[config.mk]
export PLATFORM = sky130hd
export DESIGN_NAME = output_credit_unit
export DESIGN_NICKNAME = d
export VERILOG_FILES = /design/src/rtl/output_credit_unit.sv
export SDC_FILE = /design/constraint.sdc
export NUM_CORES = 1
export LEC_CHECK = 0
export CORE_MARGIN = 2
export CORE_UTILIZATION = 50
export CTS_CLUSTER_DIAMETER = 60
export DETAILED_ROUTE_END_ITERATION = 10
export DONT_BUFFER_PORTS = 1
export PLACE_DENSITY = 0.65
export SYNTH_ARGS = -nofsm -noshare
export SYNTH_HDL_FRONTEND = slang
export SYNTH_SLANG_ARGS = --single-unit
[constraint.sdc]
create_clock -name clk -period 1.4 [get_ports clk]
set_input_delay 0.14 -clock clk [delete_from_list [all_inputs] [get_ports clk]]
set_output_delay 0.14 -clock clk [all_outputs]
set_load 0.1 [all_outputs]
[src/rtl/output_credit_unit.sv]
// -----------------------------------------------------------------------------
// output_credit_unit
//
// Per-output-port stage that sits after the input-unit controllers and the
// crossbar. There is one instance for each output direction.
//
// The block does three jobs:
//   * It tracks the free slots in the downstream router's input FIFO, which is
//     the credit count. credit_avail is exported so that switch allocation
//     does not grant this port when the downstream buffer is full.
//   * It registers the flit leaving the crossbar onto the output link.
//   * It checks that every credit decrement (an SA grant) is followed, exactly
//     one cycle later, by one valid flit from switch traversal.
//
// Ports
//   clk            in   system clock
//   rst            in   asynchronous, active-high reset
//   credit_decre   in   OR of all input units' decrement bits for this port
//                       (SA-grant cycle)
//   st_valid       in   crossbar output valid for this port
//   st_data        in   crossbar output flit
//   credit_in      in   credit-return pulse from the downstream router
//   credit_avail   out  high while credit_count is non-zero
//   credit_count   out  current credit counter
//   out_valid      out  registered flit valid to the downstream link
//   out_data       out  registered flit to the downstream link
//   err_overflow   out  sticky: a credit came back while the counter was full
//   err_underflow  out  sticky: a decrement arrived with zero credits
//   err_protocol   out  sticky: st_valid disagreed with the previous cycle's
//                       credit_decre
// -----------------------------------------------------------------------------
module output_credit_unit #(
  parameter int DATA_WIDTH = 36,
  parameter int BUF_DEPTH  = 4,
  parameter int CNT_WIDTH  = $clog2(BUF_DEPTH + 1)
) (
  input  logic                  clk,
  input  logic                  rst,
  input  logic                  credit_decre,
  input  logic                  st_valid,
  input  logic [DATA_WIDTH-1:0] st_data,
  input  logic                  credit_in,
  output logic                  credit_avail,
  output logic [CNT_WIDTH-1:0]  credit_count,
  output logic                  out_valid,
  output logic [DATA_WIDTH-1:0] out_data,
  output logic                  err_overflow,
  output logic                  err_underflow,
  output logic                  err_protocol
);

  // Full-scale credit value. The counter reloads to this value on reset.
  localparam logic [CNT_WIDTH-1:0] CNT_FULL = CNT_WIDTH'(BUF_DEPTH);
  localparam logic [CNT_WIDTH-1:0] CNT_ZERO = '0;
  localparam logic [CNT_WIDTH-1:0] CNT_ONE  = CNT_WIDTH'(1);

  // ---------------------------------------------------------------------------
  // State
  // ---------------------------------------------------------------------------
  logic [CNT_WIDTH-1:0]  credit_count_q, credit_count_d;
  logic                  out_valid_q,    out_valid_d;
  logic [DATA_WIDTH-1:0] out_data_q,     out_data_d;
  logic                  decre_d1_q,     decre_d1_d;
  logic                  err_overflow_q,  err_overflow_d;
  logic                  err_underflow_q, err_underflow_d;
  logic                  err_protocol_q,  err_protocol_d;

  // ---------------------------------------------------------------------------
  // Credit counter
  // ---------------------------------------------------------------------------
  // When a return and a decrement arrive in the same cycle they cancel out.
  // This holds at either boundary as well, so only the one-sided events can
  // move the counter or raise an error.
  logic credit_up;
  logic credit_dn;
  logic overflow_set;
  logic underflow_set;

  assign credit_up = credit_in    & ~credit_decre;
  assign credit_dn = credit_decre & ~credit_in;

  always_comb begin
    credit_count_d = credit_count_q;
    overflow_set   = 1'b0;
    underflow_set  = 1'b0;
    if (credit_up) begin
      if (credit_count_q == CNT_FULL) begin
        // Extra credit with nowhere to go: saturate and flag it.
        overflow_set = 1'b1;
      end else begin
        credit_count_d = credit_count_q + CNT_ONE;
      end
    end else if (credit_dn) begin
      if (credit_count_q == CNT_ZERO) begin
        // A grant was issued with no credit: saturate and flag it.
        underflow_set = 1'b1;
      end else begin
        credit_count_d = credit_count_q - CNT_ONE;
      end
    end
  end

  // ---------------------------------------------------------------------------
  // Link register
  // ---------------------------------------------------------------------------
  // out_data keeps its last flit while the link is idle. This avoids toggling
  // the wide link bus for no reason.
  always_comb begin
    out_valid_d = st_valid;
    out_data_d  = st_valid ? st_data : out_data_q;
  end

  // ---------------------------------------------------------------------------
  // Grant / traversal pairing check
  // ---------------------------------------------------------------------------
  // A grant in cycle T must produce a crossbar flit in T+1, and no flit may
  // appear without a grant. Comparing st_valid against the grant delayed by
  // one cycle catches both a missing flit and a spurious flit.
  logic protocol_set;

  assign decre_d1_d   = credit_decre;
  assign protocol_set = st_valid ^ decre_d1_q;

  // All error flags are sticky until reset.
  always_comb begin
    err_overflow_d  = err_overflow_q  | overflow_set;
    err_underflow_d = err_underflow_q | underflow_set;
    err_protocol_d  = err_protocol_q  | protocol_set;
  end

  // ---------------------------------------------------------------------------
  // Registers
  // ---------------------------------------------------------------------------
  // Reset drops any in-flight flit and reloads the full credit count. The
  // downstream FIFO is cleared by the same reset, so the two stay consistent.
  always_ff @(posedge clk or posedge rst) begin
    if (rst) begin
      credit_count_q  <= CNT_FULL;
      out_valid_q     <= 1'b0;
      out_data_q      <= '0;
      decre_d1_q      <= 1'b0;
      err_overflow_q  <= 1'b0;
      err_underflow_q <= 1'b0;
      err_protocol_q  <= 1'b0;
    end else begin
      credit_count_q  <= credit_count_d;
      out_valid_q     <= out_valid_d;
      out_data_q      <= out_data_d;
      decre_d1_q      <= decre_d1_d;
      err_overflow_q  <= err_overflow_d;
      err_underflow_q <= err_underflow_d;
      err_protocol_q  <= err_protocol_d;
    end
  end

  // ---------------------------------------------------------------------------
  // Outputs
  // ---------------------------------------------------------------------------
  // credit_avail is decoded from the counter register only. Keeping
  // credit_decre and credit_in out of this path avoids a combinational loop
  // through switch allocation.
  assign credit_avail  = (credit_count_q != CNT_ZERO);
  assign credit_count  = credit_count_q;
  assign out_valid     = out_valid_q;
  assign out_data      = out_data_q;
  assign err_overflow  = err_overflow_q;
  assign err_underflow = err_underflow_q;
  assign err_protocol  = err_protocol_q;

endmodule
==> run summary <==
The flow ran to the end, but the final reports show violations. The final reports fail on negative setup slack. In the final layout, the share of cells above drive strength 1 is 49.0%.

Dividing the final minimum period by the clock period gives 102%. For the worst setup path, the data required time is 1.26 ns. The worst stage delay on the critical path is 0.67 ns.

Slowest stage cell on the critical path: dfstp_4. The total number of nets in the final design was 252. The H-tree generated during clock tree synthesis spans 2 levels. Static timing analysis puts the maximum clock frequency at 702 MHz. The wire length of the first global-routing pass is 6670 µm, and the clock sink count is 44. By startpoint and endpoint, the worst setup path is classified as reg -> out. Across the VDD grid, the largest voltage drop is 0.00214 V.

Among all flip-flop cells after synthesis, the most frequent one is dfrtp_1. The top cell type by area accounts for 61.6% of the synthesized area. TritonCTS built the clock tree. The share of the Yosys chip area taken by registers is 63.1%. The leakage dissipation is 0.00122 µW.

For the pin with the worst max-slew slack, the measured transition is 0.598 ns. The largest total area in the synthesized netlist belongs to dfrtp_1. The first detailed-routing pass took 4 iterations. Once detail routing completed, the nets flagged for antenna violations numbered 0.

Clock tree synthesis inserted a total of 5 buffers. The tools report the final clock skew as 0.000425 ns. The tools report the cell at the root of the clock tree as clkbuf_4.

The area of the placeable core is 3340 µm². Number of port buffers: 0. 0 antenna diodes ended up in the layout.

The number of synthesized flops with an enable pin works out to 0. After floorplanning, the core was divided into 21 placement rows. The final standard cell count with taps included and fillers excluded is 254. The count of final max-slew check failures was 0; the time the final worst path needs with I/O delays and setup was 1.43 ns. In this run the worst path has a maximum fanout of 4. The most frequent standard cell in the layout excluding fill and tap cells is buf_4. The signal on the critical path passes through inv_4, nand2_4, buf_12.

Clock latency on the worst-skew pair, taken at its later pin, is 0.34 ns. In the post-synthesis netlist, the biggest area contributors are dfrtp_1 62%, mux2_2 23%, ha_1 2.9%. Routability congestion estimate: 0.662. The top layer used by detailed routing was met4. The post-placement cell count is 204. Dividing the detail-routed via count by the number of cells gives 4.95.

The startpoint kind of the worst setup timing path is a flop. The number of global-route vias before repair is 1384, and the sum of negative setup slack is -0.0254 ns. Detailed placement finished with a half-perimeter wire length of 2400 µm. For this design the ratio of total power to cell area is 1780 nW/µm². After clock tree synthesis, the clock-pin slew on the worst setup and hold paths is 0.11 ns. The number of design rule violations left after detail routing was 0; the setup slack after placement was 0.0876 ns. In the final routed layout, each cell accounts on average for 15.9 µm. A synthesized cell averages 15.1 µm². Die width: 63.1 µm. After the first detailed-routing iteration, the DRC count stood at 89.

For the maximum number of buffers from clock root to sink, the log shows 2. The net count of the mapped netlist came out at 161. The logs give 22.0% for the total routing usage reported by global routing and 4760 µW for the power after layout. The type of the worst min-delay path was in -> reg. The library cells used most frequently in the layout, excluding fill and tap cells, are 46 x buf_4, 41 x dfrtp_1, 39 x dlygate4sd3_1, 36 x mux2_2, 5 x clkbuf_4.

For this run, asynchronously set or reset flops after synthesis account for 100%. Across the run, the number of max-cap violations was 0. The kind of end point of the critical path is an output port.

Pin placement for this block handled 85 I/O pins. The die is 63.1 µm tall. The floorplan step defined a die boundary enclosing 3980 µm². For this block, the routed nets add up to 4040 µm of wire.

After detailed routing, the met2 layer carries 2150 µm of wire. Compared with the post-synthesis result, the final layout area differs by 53.3%. The run gives -0.0254 ns as the final critical-path setup slack. Once the floorplan was initialized, standard cells occupied 52.4% of the core.

The run gives 116 as the post-synthesis instance total. Headroom to the max-slew limit came out at 59.9%. The run gives 0 as the number of antenna violations at the first check in global routing. The total of flip-flops plus latches after synthesis was 44; the amount of wire on met3 after detailed routing was 262 µm. Summing over every cut layer, the via total after detailed routing is 1258. Summed over all layers, the global routing overflow is 0. After synthesis the cells add up to 1750 µm².

The tools report the met1 wire length as 1570 µm. Yosys printed 0 warnings. Setup repair after global routing could not meet its margin everywhere. The data arrival time at the worst-slack endpoint came out at 1.29 ns. The run gives 0 as the final count of hold timing violations.

The tools report the distinct cell type count after synthesis as 23. Entering global routing, the biggest net connects 39 pins. The total of endpoints with negative setup slack in the final report was 1.
## registers in the layout, summed over array words and instances (netlist names)
| register | count |
|---|---|
| credit_count | 3 |
| err_overflow | 1 |
| err_underflow | 1 |
| out_data | 36 |
| decre_d1_q | 1 |
| out_valid | 1 |
| err_protocol | 1 |
## per-stage QoR
step / util, % / instance area, µm² / hold WS (ns)
after floorplan: - / 1760 / 0.171
after global placement: 64.9 / 2160 / 0.0408
after detailed placement: 64.9 / 2160 / 0.0511
after CTS: 79.6 / 2660 / 0.000903
after global routing: 80.3 / 2680 / 0.108
final: 80.3 / 2680 / 0.116
## metal layers
layer | GRT usage, % | vias to the layer above
met3 | 6.43 | 8
met1 | 24.0 | 603
met2 | 41.1 | 58
met4 | 5.83 | 0
met5 | 0 | -
li1 | - | 589
## where the power goes
| group | leakage (µW) | switching [µW] | internal [µW] |
|---|---|---|---|
| registers | 0.000506 | 191 | 1480 |
| clock network | 0.0000326 | 365 | 248 |
| logic | 0.000677 | 1780 | 695 |
## Yosys cell counts (2+ instances only)
master / number
dfrtp_1: 43
xnor2_1: 2
nand2_1: 3
ha_1: 4
nor2_1: 4
buf_2: 2
mux2_2: 36
inv_1: 4
o21ai_0: 2
buf_4: 3
## area by class of cell
class,count,area (µm²)
Timing Repair Buffer,89,807
Tap cell,46,57.6
Sequential cell,44,1110
Inverter,5,21.3
Fill cell,205,658
Clock buffer,8,58.8
Multi-Input combinational cell,62,623
## final timing paths
path	end	startpoint	slack [ns]	cells past startpoint
hold / removal	err_underflow	credit_decre	0.12	2
setup reg to reg	credit_count[2]	credit_count[1]	0.05	4
hold reg to reg	err_protocol	err_protocol	0.49	1
setup / recovery	credit_avail	credit_count[2]	-0.03	3
max in group asynchronous	out_data[3]	rst	0.57	3
min in group asynchronous	err_protocol	rst	0.23	2
## critical path: cells and delay by family, from the launching register on
family,cells,cell delay [ns]
buf+inv,2,0.21
simple gates,1,0.06
flops,1,0.67
## cell families after synthesis
family | share of synthesized area, %
AO/OA/AOI/OAI | 4.22
XOR/XNOR | 1.50
adder cells (fa/ha/maj) | 2.86
buffers and inverters | 2.93
flip-flops | 63.1
multiplexers | 23.2
AND/OR/NAND/NOR | 2.22
## timing repair
item / 4_1_cts / 5_1_grt
resized for setup: 4 / 2
hold buffers: 39 / 1
buffers inserted: 2 / 0
endpoints found under the setup margin: 2 / 3
endpoints found under the hold margin: 54 / 1
pin swaps: 1 / 0
No activity file was read; power rests on OpenSTA's default activity.
